[src/rtl/ser_pkg.sv]
// Shared state and parity-type encodings for the PISO serializer.
// The PARITY state is only reachable when SER_PARITY_EN is defined.
package ser_pkg;

    typedef enum logic [1:0] {
        IDLE   = 2'd0,
        SHIFT  = 2'd1,
        PARITY = 2'd2
    } ser_state_t;

    localparam logic EVEN = 1'b0;
    localparam logic ODD  = 1'b1;

endpackage

[src/rtl/ser_parity_calc.sv]
// Parity of a parallel word; i_par_typ selects even (EVEN) or odd (ODD).
// Only instantiated when SER_PARITY_EN is defined.
module ser_parity_calc
    import ser_pkg::*;
#(
    parameter int DATA_WIDTH = 8
) (
    input  logic [DATA_WIDTH-1:0] i_data,
    input  logic                  i_par_typ,
    output logic                  o_parity
);

    assign o_parity = (^i_data) ^ (i_par_typ == ODD);

endmodule

[src/rtl/piso_serializer.sv]
// Parallel-in serial-out serializer, LSB- or MSB-first, one bit per tick.
// Optional trailing parity bit when SER_PARITY_EN is defined.
module piso_serializer
    import ser_pkg::*;
#(
    parameter int DATA_WIDTH = 8,
    parameter bit MSB_FIRST  = 1'b0
) (
    input  logic                  CLK,
    input  logic                  RST,
    input  logic [DATA_WIDTH-1:0] P_DATA,
    input  logic                  i_data_valid,
    input  logic                  i_shift_enable,
`ifdef SER_PARITY_EN
    input  logic                  PAR_TYP,
`endif
    output logic                  o_data,
    output logic                  o_busy,
    output logic                  o_ser_done
);

    localparam int             CW   = $clog2(DATA_WIDTH);
    localparam logic [CW-1:0]  LAST = CW'(DATA_WIDTH - 1);

    ser_state_t            r_state;
    ser_state_t            w_next;
    logic [DATA_WIDTH-1:0] r_buf;
    logic [CW-1:0]         r_cnt;
    logic                  r_done;
    logic                  w_load;
    logic                  w_adv;
    logic                  w_end;
    logic                  w_ser_bit;

    assign w_ser_bit  = MSB_FIRST ? r_buf[DATA_WIDTH-1] : r_buf[0];
    assign o_busy     = (r_state != IDLE);
    assign o_ser_done = r_done;

`ifdef SER_PARITY_EN
    logic r_par;
    logic w_par_in;

    ser_parity_calc #(
        .DATA_WIDTH (DATA_WIDTH)
    ) u_par (
        .i_data    (P_DATA),
        .i_par_typ (PAR_TYP),
        .o_parity  (w_par_in)
    );

    // Parity is frozen at load so later P_DATA changes cannot leak in.
    always_ff @(posedge CLK or negedge RST) begin
        if (!RST) begin
            r_par <= 1'b0;
        end else if (w_load) begin
            r_par <= w_par_in;
        end
    end
`endif

    always_comb begin
        w_next = r_state;
        w_load = 1'b0;
        w_adv  = 1'b0;
        w_end  = 1'b0;
        o_data = 1'b1;
        unique case (r_state)
            IDLE: begin
                if (i_data_valid) begin
                    w_load = 1'b1;
                    w_next = SHIFT;
                end
            end
            SHIFT: begin
                o_data = w_ser_bit;
                if (i_shift_enable) begin
                    if (r_cnt == LAST) begin
`ifdef SER_PARITY_EN
                        w_next = PARITY;
`else
                        w_next = IDLE;
                        w_end  = 1'b1;
`endif
                    end else begin
                        w_adv = 1'b1;
                    end
                end
            end
`ifdef SER_PARITY_EN
            PARITY: begin
                o_data = r_par;
                if (i_shift_enable) begin
                    w_next = IDLE;
                    w_end  = 1'b1;
                end
            end
`endif
            default: begin
                w_next = IDLE;
            end
        endcase
    end

    always_ff @(posedge CLK or negedge RST) begin
        if (!RST) begin
            r_state <= IDLE;
            r_buf   <= '0;
            r_cnt   <= '0;
            r_done  <= 1'b0;
        end else begin
            r_state <= w_next;
            r_done  <= w_end;
            if (w_load) begin
                r_buf <= P_DATA;
                r_cnt <= '0;
            end else if (w_adv) begin
                r_buf <= MSB_FIRST ? {r_buf[DATA_WIDTH-2:0], 1'b0}
                                   : {1'b0, r_buf[DATA_WIDTH-1:1]};
                r_cnt <= r_cnt + CW'(1);
            end
        end
    end

endmodule

[config.mk]
export PLATFORM = sky130hd
export DESIGN_NAME = piso_serializer
export DESIGN_NICKNAME = d
export VERILOG_FILES = /design/src/rtl/ser_pkg.sv /design/src/rtl/ser_parity_calc.sv /design/src/rtl/piso_serializer.sv
export SDC_FILE = /design/constraint.sdc
export NUM_CORES = 1
export LEC_CHECK = 0
export BUFFER_PORTS_ARGS = -buffer_cell sky130_fd_sc_hd__buf_2
export CAP_MARGIN = 10
export CORE_MARGIN = 2
export CORE_UTILIZATION = 30
export CTS_BUF_LIST = sky130_fd_sc_hd__clkbuf_4
export DETAILED_ROUTE_END_ITERATION = 8
export SLEW_MARGIN = 20
export SYNTH_ARGS = -nofsm -noshare
export SYNTH_HDL_FRONTEND = slang
export SYNTH_SLANG_ARGS = --single-unit
[constraint.sdc]
create_clock -name CLK -period 3.9 [get_ports CLK]
set_input_delay 0 -clock CLK [delete_from_list [all_inputs] [get_ports CLK]]
set_output_delay 0 -clock CLK [all_outputs]
set_load 0.02 [all_outputs]
; After elaboration in Yosys (flattened, before gate mapping)
; Cells that the tools add are included.
[word_totals]
regBits = 14
latchBits = 0
mem_bits_rw = 0
mem_bits_ro = 0
input_bits = 12
out_inout_bits = 3
elab_cells = 31
mem_count = 0
[classes]
add_sub_neg = 1
mul = 0
div = 0
n_lt_le_gt_ge = 0
eq_ne = 5
shifts = 0
mux = 17
bitwise_logic = 0
reduce_logical = 4
[op_table]
columns = cell, n
row1 = $mux W8, 2
row2 = $mux W1, 9
row3 = $mux W2, 3
row4 = $mux W3, 2
row5 = $ne A2 B2 Y1 const B, 3
row6 = $pmux W2 S2, 1
row7 = $reduce_bool A2 Y1, 2
row8 = $add A3 B1 Y3 const B, 1
row9 = $eq A3 B3 Y1 const B, 1
row10 = $reduce_and A3 Y1, 1
row11 = $eq A2 B1 Y1 const B, 1
row12 = $logic_not A2 Y1, 1

; Logic depth before layout (Yosys ltp)
[logic_depth]
ltp_word = 6
depth_mapped = 6
ltp_nobuf = 5

; Worst setup path before layout
; OpenSTA, ideal clock, no wires.
[synth_path]
path_kind = register -> register
from = register r_cnt[0]
to = register r_cnt[0]
setup_time_ns = 0.127
t_arrival_ns = 1.233
required_time_ns = 3.773
path_slack_ns = 2.541
stages_incl_launch_ff = 7
path_buffers = 1
period_less_slack_ns = 1.359
path_cell_list = dfrtp_1 -> ha_1 -> ha_1 -> nand3b_1 -> buf_2 -> nand3_1 -> o21ai_0
[synth_via]
elab_chain_cells = 5
word_cells_on_any_way = 8
cone_classes = 1 x add/sub / 1 x eq/ne / 5 x mux / 1 x reduce/logical
[synth_rtl]
columns = item, line
row1 = start: declaration, piso_serializer.sv:28  ; logic [CW-1:0] r_cnt;
row2 = start signal: assignment, piso_serializer.sv:119  ; r_cnt <= r_cnt + CW'(1);
row3 = $eq A3 B3 Y1, piso_serializer.sv:77  ; if (r_cnt == LAST) begin
row4 = $mux W1, piso_serializer.sv:77
row5 = $mux W1, piso_serializer.sv:76  ; if (i_shift_enable) begin
row6 = $mux W1, piso_serializer.sv:67  ; unique case (r_state)
row7 = $reduce_bool A2 Y1 (no source line), --
; Several ways; a longest one is shown, not always the timed one. The select of a mux whose other input is x is not followed.
; A chain may end at the register's enable or synchronous reset.

; Final worst setup path
[layout_path]
from = register r_cnt[0]
to = register r_buf[2]
[layout_via]
elab_chain_cells = 5
[layout_rtl]
columns = item, line
row1 = $eq A3 B3 Y1, piso_serializer.sv:77
row2 = $mux W1, piso_serializer.sv:77
row3 = $mux W1, piso_serializer.sv:76
row4 = $mux W1, piso_serializer.sv:67
row5 = $reduce_bool A2 Y1 (no source line), --
row6 = end signal: assignment, piso_serializer.sv:117  ; r_buf <= MSB_FIRST ? {r_buf[DATA_WIDTH-2:0], 1'b0}
row7 = end: declaration, piso_serializer.sv:27  ; logic [DATA_WIDTH-1:0] r_buf;
; No other way between the ends.

==> metrics <==
status=finished, final reports clean; CP required=4.00 ns; Mean Syn Cell Area=9.317 um2; Net Sw Power=134.4 uW; area post-placement=670.6 um2; Global Route Usage Sum=11.39%; GPL Wtd Cong=0.7087; via count=515; Achievable Freq=605.2 MHz; DIE AREA=2394 um2; Clk pwr share=20.9%; Area growth syn-to-layout=32.23%; Final setup viols=0; Initial Utilization=31.19%; H-tree levels=1; Die X-Extent=48.93 um; vias in the first global route=475; Slowest-stage cell, CP=nand3b_1; layout cells sized above 1=21.35%; setup TNS=0 ns; DRC Markers=0; Antenna Violating Nets Remaining=0; Vias per Instance=4.440; fin crit share=42.37%; CP top delay family=simple AND/OR/NAND/NOR gates; CP Class=flop to flop; Reg power frac=49.1%; CP bufs+invs=0; TritonCTS clock tree=yes; largest fanout on the critical path=12; Seq cells post-synth=13; First-pass DRT Iterations=4; Worst IR Drop VDD=0.2209 mV; Ports=15; Worst-path clk slew=0.08 ns; unrepaired setup endpoints after global routing=false; antenna cell count=0; Post-Synthesis Cells=65; Final Net Count=104; maximum root-to-sink buffer count=2; Worst-Margin Slew=0.6217 ns; relative slew slack=58.55%; syn nets=79; Site Rows=16; worst skew pair latency=0.27 ns; CP arrival=1.75 ns; Die Ht=48.93 um; type of origin of the critical path=flop; CTS Buf Count=3; Yosys cell types=16; hpwl dp=740.3 um; worst path cell trace=ha_1, ha_1, nand3b_1, nand2_1, a31oi_1; placed cell count=102; number of buffers added on ports=14; Final Instance Area=800.8 um2; Sink Count=13; core box area=1942 um2; register area share after synthesis=53.72%; slowest cell delay on critical path=0.41 ns; first-pass GRT wire length=2056 um; Sw Ratio=32.45%; Final Skew=0.005271 ns; non-filler instance count after layout=116; post-layout util=41.24%; routed wire length=1149 um; Final Max Slew Viols=0; synthesized area=605.6 um2; most frequent cells in the layout=nand2_1, buf_2, dfrtp_1; Initial DRC Count=11; crit path capture type=flop; Ys Warns=0; static leakage power=0.0003965 uW; Max-Cap Viols=0; combinational power share=30.0%; Final Hold Viols=0; initial antenna violation count=0; drt wl/cell=9.905 um; most common cell after layout, fill and taps aside=nand2_1; grt ovf=0; cell mode on critical path=ha_1; Hold WC Path Type=input pin to flop; largest net degree at the start of global routing=20; Pwr Density=517.1 nW/um2; P_int=279.7 uW; root buf cell=clkbuf_4; Final min period=1.652 ns
==> final cells by class <==
class,count,area (um2)
Multi-Input combinational cell,47,237.7
Fill cell,215,1141
Clock buffer,4,30.03
Inverter,1,3.754
Tap cell,27,33.78
Timing Repair Buffer,24,170.2
Sequential cell,13,325.3
==> timing repair <==
item,in CTS,in global routing
endpoints found under the hold margin,22,0
resized for setup,0,0
hold buffers,10,0
setup buffers,0,0
==> power groups by stage <==
stage	logic [uW]	clock network (uW)	registers, uW
after floorplan	94.5	0	202
final	124	86.6	203
after detailed placement	118	0	205
after global routing	145	101	210
after CTS	125	93.8	202
after global placement	114	0	204
==> flip-flops by register name, indices dropped and copies added, names as in the netlist <==
signal	cells
r_state	1
r_cnt	3
r_buf	8
o_ser_done	1
==> logic make-up after synthesis <==
logic type | share of synthesized area [%]
adder cells (fa/ha/maj) | 4.132
buffers and inverters | 7.023
AO/OA/AOI/OAI | 8.882
flip-flops | 53.72
AND/OR/NAND/NOR | 26.24
==> final timing paths <==
path | startpoint | slack (ns) | cells past startpoint | to
min | i_shift_enable | 0.06 | 2 | o_ser_done
min reg2reg | r_cnt[0] | 0.51 | 1 | r_cnt[0]
max reg2reg | r_cnt[0] | 2.25 | 5 | r_buf[2]
max | r_cnt[0] | 2.25 | 5 | r_buf[2]
max in group asynchronous | RST | 3.53 | 2 | r_buf[1]
min in group asynchronous | RST | 0.14 | 2 | r_buf[4]
==> stage by stage <==
step                worst slack [ns]  hold slack, ns  power, uW
floorplan                      2.541         -0.2956      296.7
global placement               2.336        -0.09395      318.2
detailed placement             2.297        -0.09050      323.0
CTS                            2.281         0.03759      421.5
global route                   2.120         0.05117      455.5
finish                         2.248         0.05619      414.1
==> synth_stat cells <==
cell type | n | share of area, %
nand3_1 | 4 | 3.3
nor2_1 | 9 | 5.6
buf_6 | 3 | 5.6
nand3b_1 | 1 | 1.2
a31oi_1 | 7 | 7.2
nand2_1 | 18 | 11
or2b_1 | 1 | 1.2
inv_1 | 1 | 0.62
buf_2 | 1 | 0.83
o21ai_0 | 1 | 0.83
dfrtp_1 | 13 | 54
and3_2 | 1 | 1.2
nand2b_1 | 1 | 1.0
and3b_1 | 1 | 1.4
ha_1 | 2 | 4.1
o21ai_1 | 1 | 0.83
==> routing by layer <==
| metal | vias to the layer above | wire length [um] | GRT usage, % |
|---|---|---|---|
| li1 | 265 | - | - |
| met2 | 14 | 553 | 18.95 |
| met4 | 0 | 0 | 2.857 |
| met3 | 0 | 59 | 5.521 |
| met1 | 236 | 536 | 13.09 |
| met5 | - | 0 | 0 |
Power figures use the tool's default switching activity.
